[config.mk]
export PLATFORM = sky130hd
export DESIGN_NAME = polyeta_pack_seq
export DESIGN_NICKNAME = d
export VERILOG_FILES = /design/src/rtl/polyeta_pack_seq.sv
export SDC_FILE = /design/constraint.sdc
export NUM_CORES = 1
export LEC_CHECK = 0
export BUFFER_PORTS_ARGS = -buffer_cell sky130_fd_sc_hd__buf_2
export CORE_ASPECT_RATIO = 0.8
export CORE_MARGIN = 5
export CORE_UTILIZATION = 30
export CTS_CLUSTER_DIAMETER = 100
export CTS_CLUSTER_SIZE = 24
export DETAILED_ROUTE_END_ITERATION = 6
export PLACE_DENSITY = 0.63
export SLEW_MARGIN = 10
export SYNTH_ARGS = -nofsm -noshare
export SYNTH_HDL_FRONTEND = slang
export SYNTH_SLANG_ARGS = --single-unit
[constraint.sdc]
create_clock -name clk -period 2.2 [get_ports clk]
set_input_delay 0.33 -clock clk [delete_from_list [all_inputs] [get_ports clk]]
set_output_delay 0.33 -clock clk [all_outputs]
set_load 0.02 [all_outputs]
[src/rtl/polyeta_pack_seq.sv]
// rtl/polyeta_pack_seq.sv - eta-packing sequencer: coefficient RAM reads to nibble-packed byte stream
module polyeta_pack_seq #(
  parameter int N      = 256,
  parameter int ETA    = 4,
  parameter int NPOLY  = 11,
  parameter int COEF_W = 32,
  parameter int ADDR_W = 12
) (
  input  logic              clk,
  input  logic              rst_n,
  input  logic              start,
  output logic              busy,
  output logic              done,
  output logic              err_range,
  output logic              coef_rd_en,
  output logic [ADDR_W-1:0] coef_rd_addr,
  input  logic [COEF_W-1:0] coef_rd_data,
  output logic              out_valid,
  input  logic              out_ready,
  output logic [7:0]        out_data,
  output logic              out_last
);

  localparam int NPAIR = NPOLY * N / 2;
  localparam int K_W   = $clog2(NPAIR + 1);
  localparam logic signed [COEF_W-1:0] ETA_POS = COEF_W'(ETA);
  localparam logic signed [COEF_W-1:0] ETA_NEG = -ETA_POS;
  localparam logic [3:0]               ETA_NIB = 4'(ETA);

  typedef enum logic [2:0] {
    S_IDLE, S_FETCH_LO, S_FETCH_HI, S_LATCH, S_OUT, S_DONE
  } state_t;

  state_t         state;
  logic [K_W-1:0] k;
  logic [K_W-1:0] k_inc;
  logic [3:0]     lo_nib;
  logic [3:0]     rd_nib;
  logic           rd_bad;

  // Only the low nibble of (ETA - c) survives, so a 4-bit subtract is exact.
  always_comb begin
    k_inc  = k + 1'b1;
    rd_nib = ETA_NIB - coef_rd_data[3:0];
    rd_bad = ($signed(coef_rd_data) < ETA_NEG) || ($signed(coef_rd_data) > ETA_POS);
  end

  always_ff @(posedge clk or negedge rst_n) begin
    if (!rst_n) begin
      state        <= S_IDLE;
      k            <= '0;
      lo_nib       <= '0;
      busy         <= 1'b0;
      done         <= 1'b0;
      err_range    <= 1'b0;
      coef_rd_en   <= 1'b0;
      coef_rd_addr <= '0;
      out_valid    <= 1'b0;
      out_data     <= '0;
      out_last     <= 1'b0;
    end else begin
      done <= 1'b0;
      case (state)
        S_IDLE: begin
          if (start) begin
            k            <= '0;
            err_range    <= 1'b0;
            busy         <= 1'b1;
            coef_rd_en   <= 1'b1;
            coef_rd_addr <= '0;
            state        <= S_FETCH_LO;
          end
        end
        S_FETCH_LO: begin
          coef_rd_addr <= ADDR_W'({k, 1'b1});
          state        <= S_FETCH_HI;
        end
        S_FETCH_HI: begin
          lo_nib     <= rd_nib;
          coef_rd_en <= 1'b0;
          if (rd_bad) err_range <= 1'b1;
          state      <= S_LATCH;
        end
        S_LATCH: begin
          out_data  <= {rd_nib, lo_nib};
          out_last  <= (k == K_W'(NPAIR - 1));
          out_valid <= 1'b1;
          if (rd_bad) err_range <= 1'b1;
          state     <= S_OUT;
        end
        S_OUT: begin
          if (out_ready) begin
            out_valid <= 1'b0;
            if (out_last) begin
              done  <= 1'b1;
              state <= S_DONE;
            end else begin
              k            <= k_inc;
              coef_rd_en   <= 1'b1;
              coef_rd_addr <= ADDR_W'({k_inc, 1'b0});
              state        <= S_FETCH_LO;
            end
          end
        end
        S_DONE: begin
          busy  <= 1'b0;
          state <= S_IDLE;
        end
        default: state <= S_IDLE;
      endcase
    end
  end

endmodule

**Yosys cells after proc, flatten, opt, wreduce, memory -nomap -nowiden**

Index checks and enable logic that the tools add are counted.

- Bitwise operators: 0
- Add/subtract/negate cells: 2
- Mux-type cells: 25
- Multiply operators: 0
- Equal/unequal tests: 10
- Divide/modulo/power cells: 0
- Order comparisons: 2
- Shift-type cells: 0
- Reductions and logical operators: 16

Operators by type and width:

| cell | number |
|---|---|
| two-way mux 12 bit | 3 |
| case mux 12 bit (3 select lines) | 1 |
| two-way mux 11 bit | 3 |
| greater-than comparator 32 x 4 -> 1 bit, second input constant | 1 |
| < comparator 32 x 3 -> 1 bit, second input constant | 1 |
| case mux 11 bit (2 select lines) | 1 |
| case mux 3 bit (5 select lines) | 1 |
| AND reduction 4 bit | 3 |
| adder 11 x 1 -> 11 bit, second input constant | 1 |
| equality test 11 bit, second input constant | 1 |
| two-way mux 1 bit | 9 |
| two-way mux 3 bit | 3 |
| nonzero test 2 bit | 4 |
| equality test 3 x 2 -> 1 bit, second input constant | 2 |
| equality test 3 bit, second input constant | 2 |
| != test 2 bit, second input constant | 3 |
| case mux 1 bit (2 select lines) | 3 |
| AND reduction 2 bit | 3 |
| nonzero test 3 bit | 2 |
| subtractor 3 x 4 -> 4 bit, first input constant | 1 |
| equality test 3 x 1 -> 1 bit, second input constant | 1 |
| zero test 3 bit | 1 |
| case mux 1 bit (3 select lines) | 1 |
| AND reduction 3 bit | 1 |
| other kinds (3) | 3 |

- Latch bits: 0
- Output and inout port bits: 26
- ROM bits: 0
- Memories: 0
- RAM bits: 0
- Bits of input ports: 36
- Flip-flop bits (word level): 44

**Longest topological paths before layout**

- Depth in word-level cells: 4
- Depth in mapped cells: 6
- Mapped depth without buffers: 6

**Least setup slack after synthesis**

No wires, ideal clock.

- Path type: register -> register
- Start point: reg out_last
- End point: reg coef_rd_addr[9]
- Buffers on the path: 1
- Data required time: 2.074 ns
- Cell stages (with the launch flop): 5
- Period minus slack after synthesis: 1.724 ns
- Path slack: 0.476 ns
- Arrival: 1.598 ns
- Setup time: 0.126 ns
- Cells stage by stage: dfrtp_1 -> or3b_1 -> a211o_1 -> buf_6 -> a221o_1

- Longest elaborated chain between the ends: 2

RTL lines:

| element | RTL line | RTL |
|---|---|---|
| start, declared | 21 | `output logic out_last` |
| start signal, assigned | 86 | `out_last <= (k == K_W'(NPAIR - 1));` |
| != test 2 bit (no source line) | - |  |
| AND reduction 4 bit (no source line) | - |  |
| end signal, assigned | 75 | `coef_rd_addr <= ADDR_W'({k, 1'b1});` |
| end signal, assigned | 100 | `coef_rd_addr <= ADDR_W'({k_inc, 1'b0});` |
| end, declared | 16 | `output logic [ADDR_W-1:0] coef_rd_addr,` |

Every way passes these cells.
A chain may end at the register's enable or synchronous reset.

**Final worst setup path**

- Start point: reg state[0]
- End point: reg coef_rd_addr[8]

- Longest elaborated chain between the ends: 3
- Elaborated cells on any way between the ends: 9
- Those cells by class: 5 x eq/ne; 1 x mux; 3 x reduce/logical

RTL lines:

| element | RTL line | RTL |
|---|---|---|
| start, declared | 34 | `state_t state;` |
| start signal, assigned | 50 | `state <= S_IDLE;` |
| start signal, assigned | 71 | `state <= S_FETCH_LO;` |
| start signal, assigned | 76 | `state <= S_FETCH_HI;` |
| equality test 3 bit, or another cell as far along | 63 | `case (state)` |
| != test 2 bit (no source line) / nonzero test 3 bit (equally long branches) | - |  |
| AND reduction 4 bit (no source line) | - |  |

Parallel ways exist; a longest one is shown, timed or not.

==> metrics <==
result of the run=finished clean; WL/cell=15.43 um; final-report hold violation count=0; setup-violating endpoint count in the final report=0; slack of the worst reg-to-reg path=0.36 ns; final design utilization=0.3851; critical path arrival=2.01 ns; Highest Clock Rate=544.0 MHz; Clock Pin Slew Worst Setup and Hold Paths=0.09 ns; clock period minus worst slack=1.838 ns; buffer levels on the longest clock path=2; relative slew slack=0.4622; count of input and output buffers=61; worst path cell trace=or3b_1 > a211o_1 > a221o_1; FFs w/ async S/R, synth=1.000; DRC=0; Post-Synthesis Mean Instance Area=9.768 um^2; Crit. Startpoint=state[0]; count of distinct cell types in the synthesized netlist=42; number of synthesized flops with an enable pin=0; worst vdd ir=0.5876 mV; worst-path maximum fanout=10; kind of cell with the highest combined delay on the critical path=compound AO/OA/AOI/OAI gates; maximum number of pins on one net before global-route repair=36; die area=9076 um^2; buffer cell driving the clock tree root=clkbuf_8; number of maximum-capacitance violations=0; most frequent cells in the layout=61 x buf_2, 44 x dfrtp_1, 27 x nand2_1, 16 x o21ai_0, 11 x nor2_1; weighted congestion reported at the end of routability-driven placement=0.8332; setup repair after global routing missed its margin=false; smallest setup slack after layout=0.3619 ns; Nets=326; number of global-route vias before repair=1886; overall die height=86.22 um; slowest stage delay, CP=0.47 ns; wire length of the first global-routing pass=9.522 mm; startpoint of the worst-slack reg-to-reg timing path=state[0]; slowest cell on the critical path=dfrtp_1; x dimension of the die=105.3 um; synthesis warning total=0; sum of routed wire length over all layers=5.800 mm; remaining antenna violation count after routing=0; worst-case clock skew=0.01117 ns; WP data required=2.37 ns; count of pins over their slew limit=0; DRC violation total after the first TritonRoute iteration=104; clock tree from TritonCTS=yes; crit path capture type=flip-flop; area of the placeable core=6959 um^2; worst hold path type=input pin to asynchronous set/reset pin; count of filler cells inserted in the layout=696; flip-flop cell with the highest count after synthesis=dfrtp_1; number of antenna violations at the first check in global routing=0; htree depth=2; post-synthesis net count=261; Netlist Area Pre-Place=2178 um^2; drt via density=5.184; vias after detailed routing=1949; final worst-path cycle share=0.8355; final HPWL from detailed placement=4.406 mm; CTS-repair resized insts=0; buffers inserted by post-CTS timing repair=0; n_diodes=0; kind of critical path=flip-flop to flip-flop; sum of negative setup slack=0 ns; number of detailed-routing iterations run before antenna repair=5; Worst Setup Slack post-DPL=0.3609 ns; category of the worst setup path launch point=flip-flop; Tightest Pin Transition=0.8067 ns; buffers and inverters on the worst path=0; leakage power=1.292 nW; site row count=27; area growth from synthesis to layout=23.03%; synthesized flop and latch total=44; IO Count=62; clock latency at the later pin of the worst-skew pair=0.29 ns; share of synthesized area occupied by flip-flops and latches=0.5055; synthesized instance count=223; aggregate global-route resource usage=0.1273; power density over the cells=1055 nW/um^2; CTS Hold Bufs=0; share of post-route cells with drive strength above 1=0.3010; most frequent standard cell in the layout excluding fill and tap cells=buf_2; initial standard-cell utilization of the core=0.3130; number of buffers created by CTS=5; number of sinks driven by the clock tree=44; total overflow reported by the global router=0
## worst reg2reg max path: stages (launching register included)
cell	delay [ns]
dfrtp_1	0.47
or3b_1	0.40
a211o_1	0.44
a221o_1	0.40
## flip-flops by register name, summed over array words and instances (netlist names)
name,cells
out_last,1
coef_rd_addr,12
coef_rd_en,1
state,3
done,1
lo_nib,4
err_range,1
k,11
out_data,8
busy,1
out_valid,1
## worst paths after layout
check | endpoint | depth (start not counted)
min in group clk | lo_nib[0] | 2
min | coef_rd_addr[2] | 1
max | coef_rd_addr[8] | 3
min reg2reg | out_data[6] | 2
max reg2reg | coef_rd_addr[8] | 3
max in group asynchronous | out_data[6] | 2
## routing by layer
layer  vias to the layer above  wire length [um]  share of wire  track usage
met5                         -                 0              0            0
met4                         0                24         0.0041      0.02439
met3                         4               340          0.059      0.03425
met2                        50              2583           0.45       0.1880
met1                       939              2852           0.49       0.1879
li1                        956                 -              -            -
## where the power goes
| group | switching (mW) | leakage [nW] | total, mW | internal (mW) |
|---|---|---|---|---|
| logic | 0.664 | 0.686 | 1.11 | 0.448 |
| clock network | 0.276 | 0.0445 | 0.532 | 0.256 |
| registers | 0.167 | 0.562 | 1.18 | 1.02 |
| total | 1.11 | 1.29 | 2.83 | 1.72 |
## cells in the mapped netlist, types with 2 or more instances
master / instances / area share
dfrtp_1: 44 / 0.51
nand2_1: 27 / 0.047
o21ai_0: 16 / 0.037
nor2_1: 11 / 0.019
nand3_1: 10 / 0.023
a21oi_1: 9 / 0.021
nand4_1: 9 / 0.026
nor3_1: 9 / 0.021
nor4_1: 9 / 0.026
a21o_1: 7 / 0.024
mux2_2: 7 / 0.036
a221o_1: 5 / 0.023
clkbuf_1: 5 / 0.0086
nor2b_1: 5 / 0.014
inv_1: 4 / 0.0069
or2_2: 4 / 0.011
a211oi_1: 3 / 0.010
and3_1: 3 / 0.0086
nand2b_1: 3 / 0.0086
o31ai_1: 3 / 0.010
or4_1: 3 / 0.010
buf_2: 2 / 0.0046
buf_6: 2 / 0.010
ha_1: 2 / 0.011
o21bai_1: 2 / 0.0069
or3_1: 2 / 0.0057
xor2_1: 2 / 0.0080
## per-stage QoR
stage	cells	hold slack (ns)	instance area [um^2]	total power [mW]
floorplan	223	0.03441	2178	1.957
global placement	368	0.4555	2586	2.301
finish	376	0.1146	2680	2.827
CTS	376	0.1348	2680	2.867
global route	376	0.1742	2680	3.046
detailed placement	368	0.4584	2586	2.329
## logic make-up (layout without fill, tap and decap cells)
| kind of cell | Yosys count | in the layout | synth area share |
|---|---|---|---|
| compound gates | 50 | 50 | 0.1499 |
| xor+xnor | 3 | 3 | 0.01206 |
| buf+inv | 13 | 79 | 0.03044 |
| fa+ha+maj | 2 | 2 | 0.01149 |
| mux | 7 | 7 | 0.03619 |
| simple gates | 104 | 104 | 0.2545 |
| flops | 44 | 44 | 0.5055 |
## layout make-up
type	instances	area, um^2	share of cell area
clock buffer	7	86.33	0.03221
clock inverter	1	7.507	0.002801
sequential	44	1101	0.4108
timing repair buffer	67	350.3	0.1307
inverter	4	15.01	0.005602
multi-input combinational	166	1011	0.3772
tap	87	108.9	0.04062
Power figures use the tool's default switching activity.
